$ cat src/rtl/onchip_memory_pkg.sv
// Shared constants and FSM encoding for the on-chip memory stream reader.
package onchip_memory_pkg;

  localparam int ADDR_W     = 18;
  localparam int DATA_W     = 32;
  localparam int MEM_WORDS  = 212992;
  localparam int FIFO_DEPTH = 4;

  typedef enum logic [1:0] {
    ST_IDLE  = 2'd0,
    ST_READ  = 2'd1,
    ST_DRAIN = 2'd2
  } state_e;

endpackage

$ cat src/rtl/stream_sync_fifo.sv
// Small synchronous FIFO holding stream beats (data plus sop/eop flags).
// Head entry is visible on pop_data without a read cycle; flush empties it.
module stream_sync_fifo #(
  parameter int DEPTH = 4,
  parameter int WIDTH = 34
) (
  input  logic                       clk,
  input  logic                       reset_n,
  input  logic                       flush,
  input  logic                       push,
  input  logic [WIDTH-1:0]           push_data,
  input  logic                       pop,
  output logic [WIDTH-1:0]           pop_data,
  output logic                       full,
  output logic                       empty,
  output logic [$clog2(DEPTH):0]     count
);

  localparam int PW = $clog2(DEPTH);
  localparam int CW = PW + 1;

  logic [WIDTH-1:0] r_mem [DEPTH];
  logic [PW-1:0]    r_wr_ptr;
  logic [PW-1:0]    r_rd_ptr;
  logic [CW-1:0]    r_count;
  logic             w_do_push;
  logic             w_do_pop;

  assign empty     = (r_count == CW'(0));
  assign full      = (r_count == CW'(DEPTH));
  assign count     = r_count;
  assign pop_data  = r_mem[r_rd_ptr];
  assign w_do_pop  = pop & ~empty;
  assign w_do_push = push & (~full | w_do_pop);

  // Pointer and occupancy bookkeeping; flush behaves like a local reset.
  always_ff @(posedge clk) begin
    if (!reset_n || flush) begin
      r_wr_ptr <= PW'(0);
      r_rd_ptr <= PW'(0);
      r_count  <= CW'(0);
    end else begin
      if (w_do_push) r_wr_ptr <= r_wr_ptr + PW'(1);
      if (w_do_pop)  r_rd_ptr <= r_rd_ptr + PW'(1);
      case ({w_do_push, w_do_pop})
        2'b10:   r_count <= r_count + CW'(1);
        2'b01:   r_count <= r_count - CW'(1);
        default: r_count <= r_count;
      endcase
    end
  end

  // Entry storage; contents of empty slots are don't-care so no reset needed.
  always_ff @(posedge clk) begin
    if (w_do_push) r_mem[r_wr_ptr] <= push_data;
  end

endmodule

$ cat src/rtl/onchip_memory_stream_reader.sv
// Avalon-MM read initiator that streams a contiguous block of on-chip memory
// words out as one Avalon-ST packet, with credit-based flow control so the
// output buffer can never overflow while the stream is back-pressured.
module onchip_memory_stream_reader #(
  parameter int ADDR_W     = onchip_memory_pkg::ADDR_W,
  parameter int DATA_W     = onchip_memory_pkg::DATA_W,
  parameter int MEM_WORDS  = onchip_memory_pkg::MEM_WORDS,
  parameter int FIFO_DEPTH = onchip_memory_pkg::FIFO_DEPTH
) (
  input  logic              clk,
  input  logic              reset_n,
  input  logic              start,
  input  logic [ADDR_W-1:0] base_addr,
  input  logic [ADDR_W:0]   length,
  input  logic              abort,
  output logic              busy,
  output logic              done,
  output logic [ADDR_W-1:0] avm_address,
  output logic              avm_chipselect,
  output logic              avm_write,
  output logic [3:0]        avm_byteenable,
  output logic              avm_clken,
  input  logic [DATA_W-1:0] avm_readdata,
  output logic [DATA_W-1:0] st_data,
  output logic              st_valid,
  input  logic              st_ready,
  output logic              st_sop,
  output logic              st_eop
);

  import onchip_memory_pkg::*;

  localparam int CNT_W   = ADDR_W + 1;
  localparam int FCW     = $clog2(FIFO_DEPTH) + 1;
  localparam int SUM_W   = FCW + 1;
  localparam int ENTRY_W = DATA_W + 2;

  state_e              r_state;
  state_e              w_next_state;
  logic                w_done_next;
  logic [ADDR_W-1:0]   r_addr;
  logic [CNT_W-1:0]    r_issue_cnt;
  logic [CNT_W-1:0]    r_out_cnt;
  logic [CNT_W-1:0]    r_length;
  logic                r_inflight;
  logic                r_inflight_sop;
  logic                r_inflight_eop;
  logic                r_done;

  logic                w_busy;
  logic                w_abort;
  logic                w_credit;
  logic                w_issue;
  logic                w_push;
  logic                w_pop;
  logic                w_full;
  logic                w_empty;
  logic [FCW-1:0]      w_fifo_count;
  logic [ENTRY_W-1:0]  w_head;

  assign w_busy  = (r_state != ST_IDLE);
  assign w_abort = abort & w_busy;
  // A read may only go out if its word is guaranteed a FIFO slot on return.
  assign w_credit = (SUM_W'(w_fifo_count) + SUM_W'(r_inflight)) < SUM_W'(FIFO_DEPTH);
  assign w_issue  = (r_state == ST_READ) & ~abort & (r_issue_cnt != CNT_W'(0)) & w_credit;
  assign w_pop    = ~w_empty & st_ready;
  assign w_push   = r_inflight & (~w_full | w_pop);

  stream_sync_fifo #(
    .DEPTH (FIFO_DEPTH),
    .WIDTH (ENTRY_W)
  ) u_fifo (
    .clk       (clk),
    .reset_n   (reset_n),
    .flush     (w_abort),
    .push      (w_push),
    .push_data ({r_inflight_sop, r_inflight_eop, avm_readdata}),
    .pop       (w_pop),
    .pop_data  (w_head),
    .full      (w_full),
    .empty     (w_empty),
    .count     (w_fifo_count)
  );

  // FSM state register.
  always_ff @(posedge clk) begin
    if (!reset_n) begin
      r_state <= ST_IDLE;
      r_done  <= 1'b0;
    end else begin
      r_state <= w_next_state;
      r_done  <= w_done_next;
    end
  end

  // Next-state and done-pulse decode.
  always_comb begin
    w_next_state = r_state;
    w_done_next  = 1'b0;
    case (r_state)
      ST_IDLE: begin
        if (start) begin
          if (length != CNT_W'(0)) w_next_state = ST_READ;
          else                     w_done_next  = 1'b1;
        end else begin
          w_next_state = ST_IDLE;
        end
      end
      ST_READ: begin
        if (abort) begin
          w_next_state = ST_IDLE;
          w_done_next  = 1'b1;
        end else if (w_issue && (r_issue_cnt == CNT_W'(1))) begin
          w_next_state = ST_DRAIN;
        end else begin
          w_next_state = ST_READ;
        end
      end
      ST_DRAIN: begin
        if (abort || (w_pop && (r_out_cnt == CNT_W'(1)))) begin
          w_next_state = ST_IDLE;
          w_done_next  = 1'b1;
        end else begin
          w_next_state = ST_DRAIN;
        end
      end
      default: begin
        w_next_state = ST_IDLE;
        w_done_next  = 1'b0;
      end
    endcase
  end

  // Transfer datapath: address walk, counters and the read-return tag.
  always_ff @(posedge clk) begin
    if (!reset_n) begin
      r_addr         <= ADDR_W'(0);
      r_issue_cnt    <= CNT_W'(0);
      r_out_cnt      <= CNT_W'(0);
      r_length       <= CNT_W'(0);
      r_inflight     <= 1'b0;
      r_inflight_sop <= 1'b0;
      r_inflight_eop <= 1'b0;
    end else begin
      if ((r_state == ST_IDLE) && start && (length != CNT_W'(0))) begin
        r_addr      <= base_addr;
        r_issue_cnt <= length;
        r_out_cnt   <= length;
        r_length    <= length;
      end else begin
        if (w_issue) begin
          r_addr      <= (r_addr == ADDR_W'(MEM_WORDS - 1)) ? ADDR_W'(0) : r_addr + ADDR_W'(1);
          r_issue_cnt <= r_issue_cnt - CNT_W'(1);
        end
        if (w_pop && w_busy) r_out_cnt <= r_out_cnt - CNT_W'(1);
      end
      // Abort suppresses w_issue, so the returning word is never tagged.
      r_inflight     <= w_issue;
      r_inflight_sop <= (r_issue_cnt == r_length);
      r_inflight_eop <= (r_issue_cnt == CNT_W'(1));
    end
  end

  assign busy           = w_busy;
  assign done           = r_done;
  assign avm_address    = r_addr;
  assign avm_chipselect = w_issue;
  assign avm_write      = 1'b0;
  assign avm_byteenable = 4'hF;
  assign avm_clken      = 1'b1;
  assign st_valid       = ~w_empty;
  assign st_data        = w_head[DATA_W-1:0];
  assign st_sop         = ~w_empty & w_head[DATA_W+1];
  assign st_eop         = ~w_empty & w_head[DATA_W];

endmodule

$ cat config.mk
export PLATFORM = sky130hd
export DESIGN_NAME = onchip_memory_stream_reader
export DESIGN_NICKNAME = d
export VERILOG_FILES = /design/src/rtl/onchip_memory_pkg.sv /design/src/rtl/stream_sync_fifo.sv /design/src/rtl/onchip_memory_stream_reader.sv
export SDC_FILE = /design/constraint.sdc
export NUM_CORES = 1
export LEC_CHECK = 0
export ABC_CLOCK_PERIOD_IN_PS = 2800
export BUFFER_PORTS_ARGS = -buffer_cell sky130_fd_sc_hd__buf_4
export CAP_MARGIN = 5
export CORE_MARGIN = 2
export CORE_UTILIZATION = 30
export DETAILED_ROUTE_END_ITERATION = 16
export HOLD_SLACK_MARGIN = 0.02
export PLACE_DENSITY = 0.57
export SLEW_MARGIN = 10
export SYNTH_ARGS = -nofsm -noshare
export SYNTH_HDL_FRONTEND = slang
export SYNTH_SLANG_ARGS = --single-unit
export TNS_END_PERCENT = 30
$ cat constraint.sdc
create_clock -name clk -period 2.8 [get_ports clk]
set_input_delay 0 -clock clk [delete_from_list [all_inputs] [get_ports clk]]
set_output_delay 0 -clock clk [all_outputs]
set_load 0.01 [all_outputs]
==> results.md <==
* Status: complete, no violations
* Crit path to: avm_address[0]$_SDFFE_PN0P_
* IO Count at approximately 140
* Final antenna-violating net count at 0
* Netlist cell types at 69
* H-tree depth at 1
* Worst Skew at 6.29 ps
* Clk slew on worst S/H paths at 60 ps
* Ratio of cells with drive above 1 in the final layout at between 20% and 30%
* DP Wirelength at 16.4 mm
* Vias in the first global route at 7,041
* Gpl congestion at 0.882
* Arr. time, crit path at 3110 ps
* Total clock buffers created by CTS at 25
* Post-Place Setup Slack at between 200 and 250 ps
* Reg2reg end: avm_address[14]$_SDFFE_PN0P_
* DRC Markers at 0
* Setup-failing EPs final at 0
* Final period util at between 90 and 100%
* First-pass GRT wire length at 38.5 mm
* Max-Cap Viols at 0
* Per-cell routed wire length at 17.5 um
* Routed wire length at 24.4 mm
* Hold crit path type: in2reg
* RSZ-0062 raised after global routing: false
* Initial antenna violation count at 0
* Critical Path Source: length[11]
* Multi-input gate area at ~0.0035 mm^2
* DR vias at 7,008
* Worst r2r path cells at 6
* Port-buffer cells at 129
* Total Nets Final at roughly 1,100
* First drt pass iteration count at 6
* Mapped Avg Cell Area at between 10 and 15 um^2
* # fillers at 2,959
* Initial Util at 30.5%
* Drt initial violations at 454
* Layout area overhead at 32.5%
* FF/Latch Area at approximately 0.0059 mm^2
* Syn Std Cell Area at 0.00966 mm^2
* Fmax at 375 MHz
* Min Clock Period, post-route at 2670 ps
* Avg Vias per Cell at 5.03
* Clock root buffer: clkbuf_16
* Startpoint types: primary input
* Grt ovf at 0
* Largest cells by area after synthesis: edfxtp_1 42%, dfxtp_1 19%, mux4_2 7.9%
* EDFF count, synth at 136
* Worst rel slew slack at roughly 53%
* Crit-path max FO at 15
* Leakage at approximately 0.0045 uW
* Seq/Total Area, Yosys at between 60 and 70%
* Yosys warnings at 0
* Worst R2R Setup Slack at 260 ps
* Most area-hungry cell type in the Yosys netlist: edfxtp_1
* Core outline area at around 0.032 mm^2
* Die Y at 183 um
* Predominant post-synthesis flop cell: edfxtp_1
* Power Density at a little over 600 mW/mm^2
* Ant. Diodes at 0
* GRT Total Usage at around 14%
* Largest net degree at the start of global routing at 35
* Asr flop ratio synth at 0%
* Worst path required time at 3250 ps
* Fin. max-slew vios at 0
* Setup TNS at 0 ps
* Tightest Pin Transition at 701 ps
* CTS tree: done
* Share of the synthesized area in the top cell type at 42.3%
* RR Startpoint: r_state[1]$_SDFFE_PN0N_
* CTS Sinks at between 200 and 250
* Final Hold Viols at 0
* CTS Buffer Depth at 3
* Max IR drop VDD at ~0.37 mV
* Clock Latency Late Sink at 510 ps
* Row count at 65
* Min-Delay Path Depth at 2
* CP Capture Type: flop
* Flops & latches, synth at 226
* Die X at around 180 um
* Total Power at 7950 uW
* Die ar. at ~0.034 mm^2
* Crit Path Category: in2reg
* Final worst setup slack at 134 ps
* Post-synthesis cell count at 754
-- how the worst min path moves through the flow --
stage | to | slack (ps) | startpoint
after global placement | u_fifo.r_mem[3][19]$_DFFE_PP_ | 200 | avm_readdata[19]
final | u_fifo.r_mem[0][14]$_DFFE_PP_ | 230 | avm_readdata[14]
after floorplan | u_fifo.r_mem[0][0]$_DFFE_PP_ | 100 | avm_readdata[0]
after CTS | u_fifo.r_mem[3][19]$_DFFE_PP_ | 210 | avm_readdata[19]
after detailed placement | u_fifo.r_mem[3][5]$_DFFE_PP_ | 200 | avm_readdata[5]
after global routing | u_fifo.r_mem[2][14]$_DFFE_PP_ | 210 | avm_readdata[14]
-- report_power, final --
group / switching, uW / leakage [uW] / internal, uW
Clock: 1320 / 0.000420 / 2060
Combinational: 422 / 0.00209 / 411
Sequential: 106 / 0.00197 / 3620
-- state kept, by name (all words and copies together) (netlist names), named ones only --
name and cells:
r_inflight 1, r_inflight_eop 1, r_out_cnt 19, r_inflight_sop 1, r_issue_cnt 19, done 1, r_length 19, avm_address 18
u_fifo.r_mem 136, r_state 2, u_fifo.count 3, u_fifo.r_wr_ptr 2, u_fifo.r_rd_ptr 2
-- metrics by stage --
step / instances / util, % / area [um^2] / hold slack (ps)
finish: 1394 / 40.4 / 12800 / 228
detailed placement: 1271 / 35.3 / 11200 / 204
global route: 1394 / 40.4 / 12800 / 212
CTS: 1394 / 40.4 / 12800 / 207
floorplan: 758 / - / 9670 / 98.9
global placement: 1271 / 35.3 / 11200 / 204
-- Yosys cell counts (3+ instances only) --
| cell | n |
|---|---|
| buf_4 | 6 |
| nor4_1 | 14 |
| xor2_1 | 35 |
| mux4_2 | 34 |
| nand3_1 | 20 |
| nand4b_1 | 4 |
| o311ai_0 | 5 |
| o211ai_1 | 9 |
| clkbuf_1 | 21 |
| xnor2_1 | 18 |
| buf_1 | 7 |
| o31ai_1 | 4 |
| or4_1 | 9 |
| inv_1 | 17 |
| o21ai_0 | 31 |
| nand4_1 | 8 |
| and2_1 | 8 |
| edfxtp_1 | 136 |
| or3_2 | 3 |
| nor2_1 | 33 |
| nand3b_1 | 8 |
| nand2_1 | 64 |
| a211oi_1 | 4 |
| a32oi_1 | 4 |
| dfxtp_1 | 90 |
| or4_2 | 5 |
| or3_1 | 9 |
| buf_6 | 3 |
| nor3_1 | 8 |
| ha_1 | 10 |
| a21oi_1 | 61 |
| a31oi_1 | 20 |
-- routing by layer --
| metal | wire, um | up-vias | GRT usage [%] |
|---|---|---|---|
| met4 | 420 | 0 | 3.23 |
| met1 | 11100 | 3443 | 19.4 |
| met3 | 1430 | 36 | 2.96 |
| met5 | 0 | - | 0 |
| met2 | 11500 | 213 | 23.8 |
| li1 | - | 3316 | - |
-- layout make-up --
cell class,count,area share [%]
clock buffer,30,5.19
clock inverter,16,1.50
inverter,19,0.557
multi-input combinational,472,27.4
sequential,226,46.0
tap,402,3.93
timing repair buffer,229,15.4
-- placed cells by master, fill, tap and decap left out, drive strengths merged, types with 30 or more instances in the layout --
master	n
a21oi	61
buf	152
clkbuf	30
dfxtp	90
dlygate4sd3	77
edfxtp	136
mux4	34
nand2	64
nor2	33
o21ai	33
xor2	35
-- logic make-up after synthesis --
family / Yosys count / synth area share [%]
compound gates: 157 / 9.96
xor+xnor: 53 / 4.81
fa+ha+maj: 11 / 1.50
buf+inv: 60 / 3.07
flops: 226 / 61.0
mux: 34 / 7.93
other cells: 2 / 0.0778
simple gates: 211 / 11.7
-- worst max-delay path, cell delays in order --
cell           delay [ps]
dlygate4sd3_1         540
buf_4                 150
or4_1                 530
nor2_1                350
a21o_2                460
buf_4                 280
o21ai_0                90
dlygate4sd3_1         580
a21oi_1               110
-- repair_timing --
action	CTS	global route
gates resized for setup	0	1
endpoints found under the hold margin	209	0
setup endpoints to repair	0	1
hold buffers	77	0
setup buffers	0	0
Power figures use the tool's default switching activity.
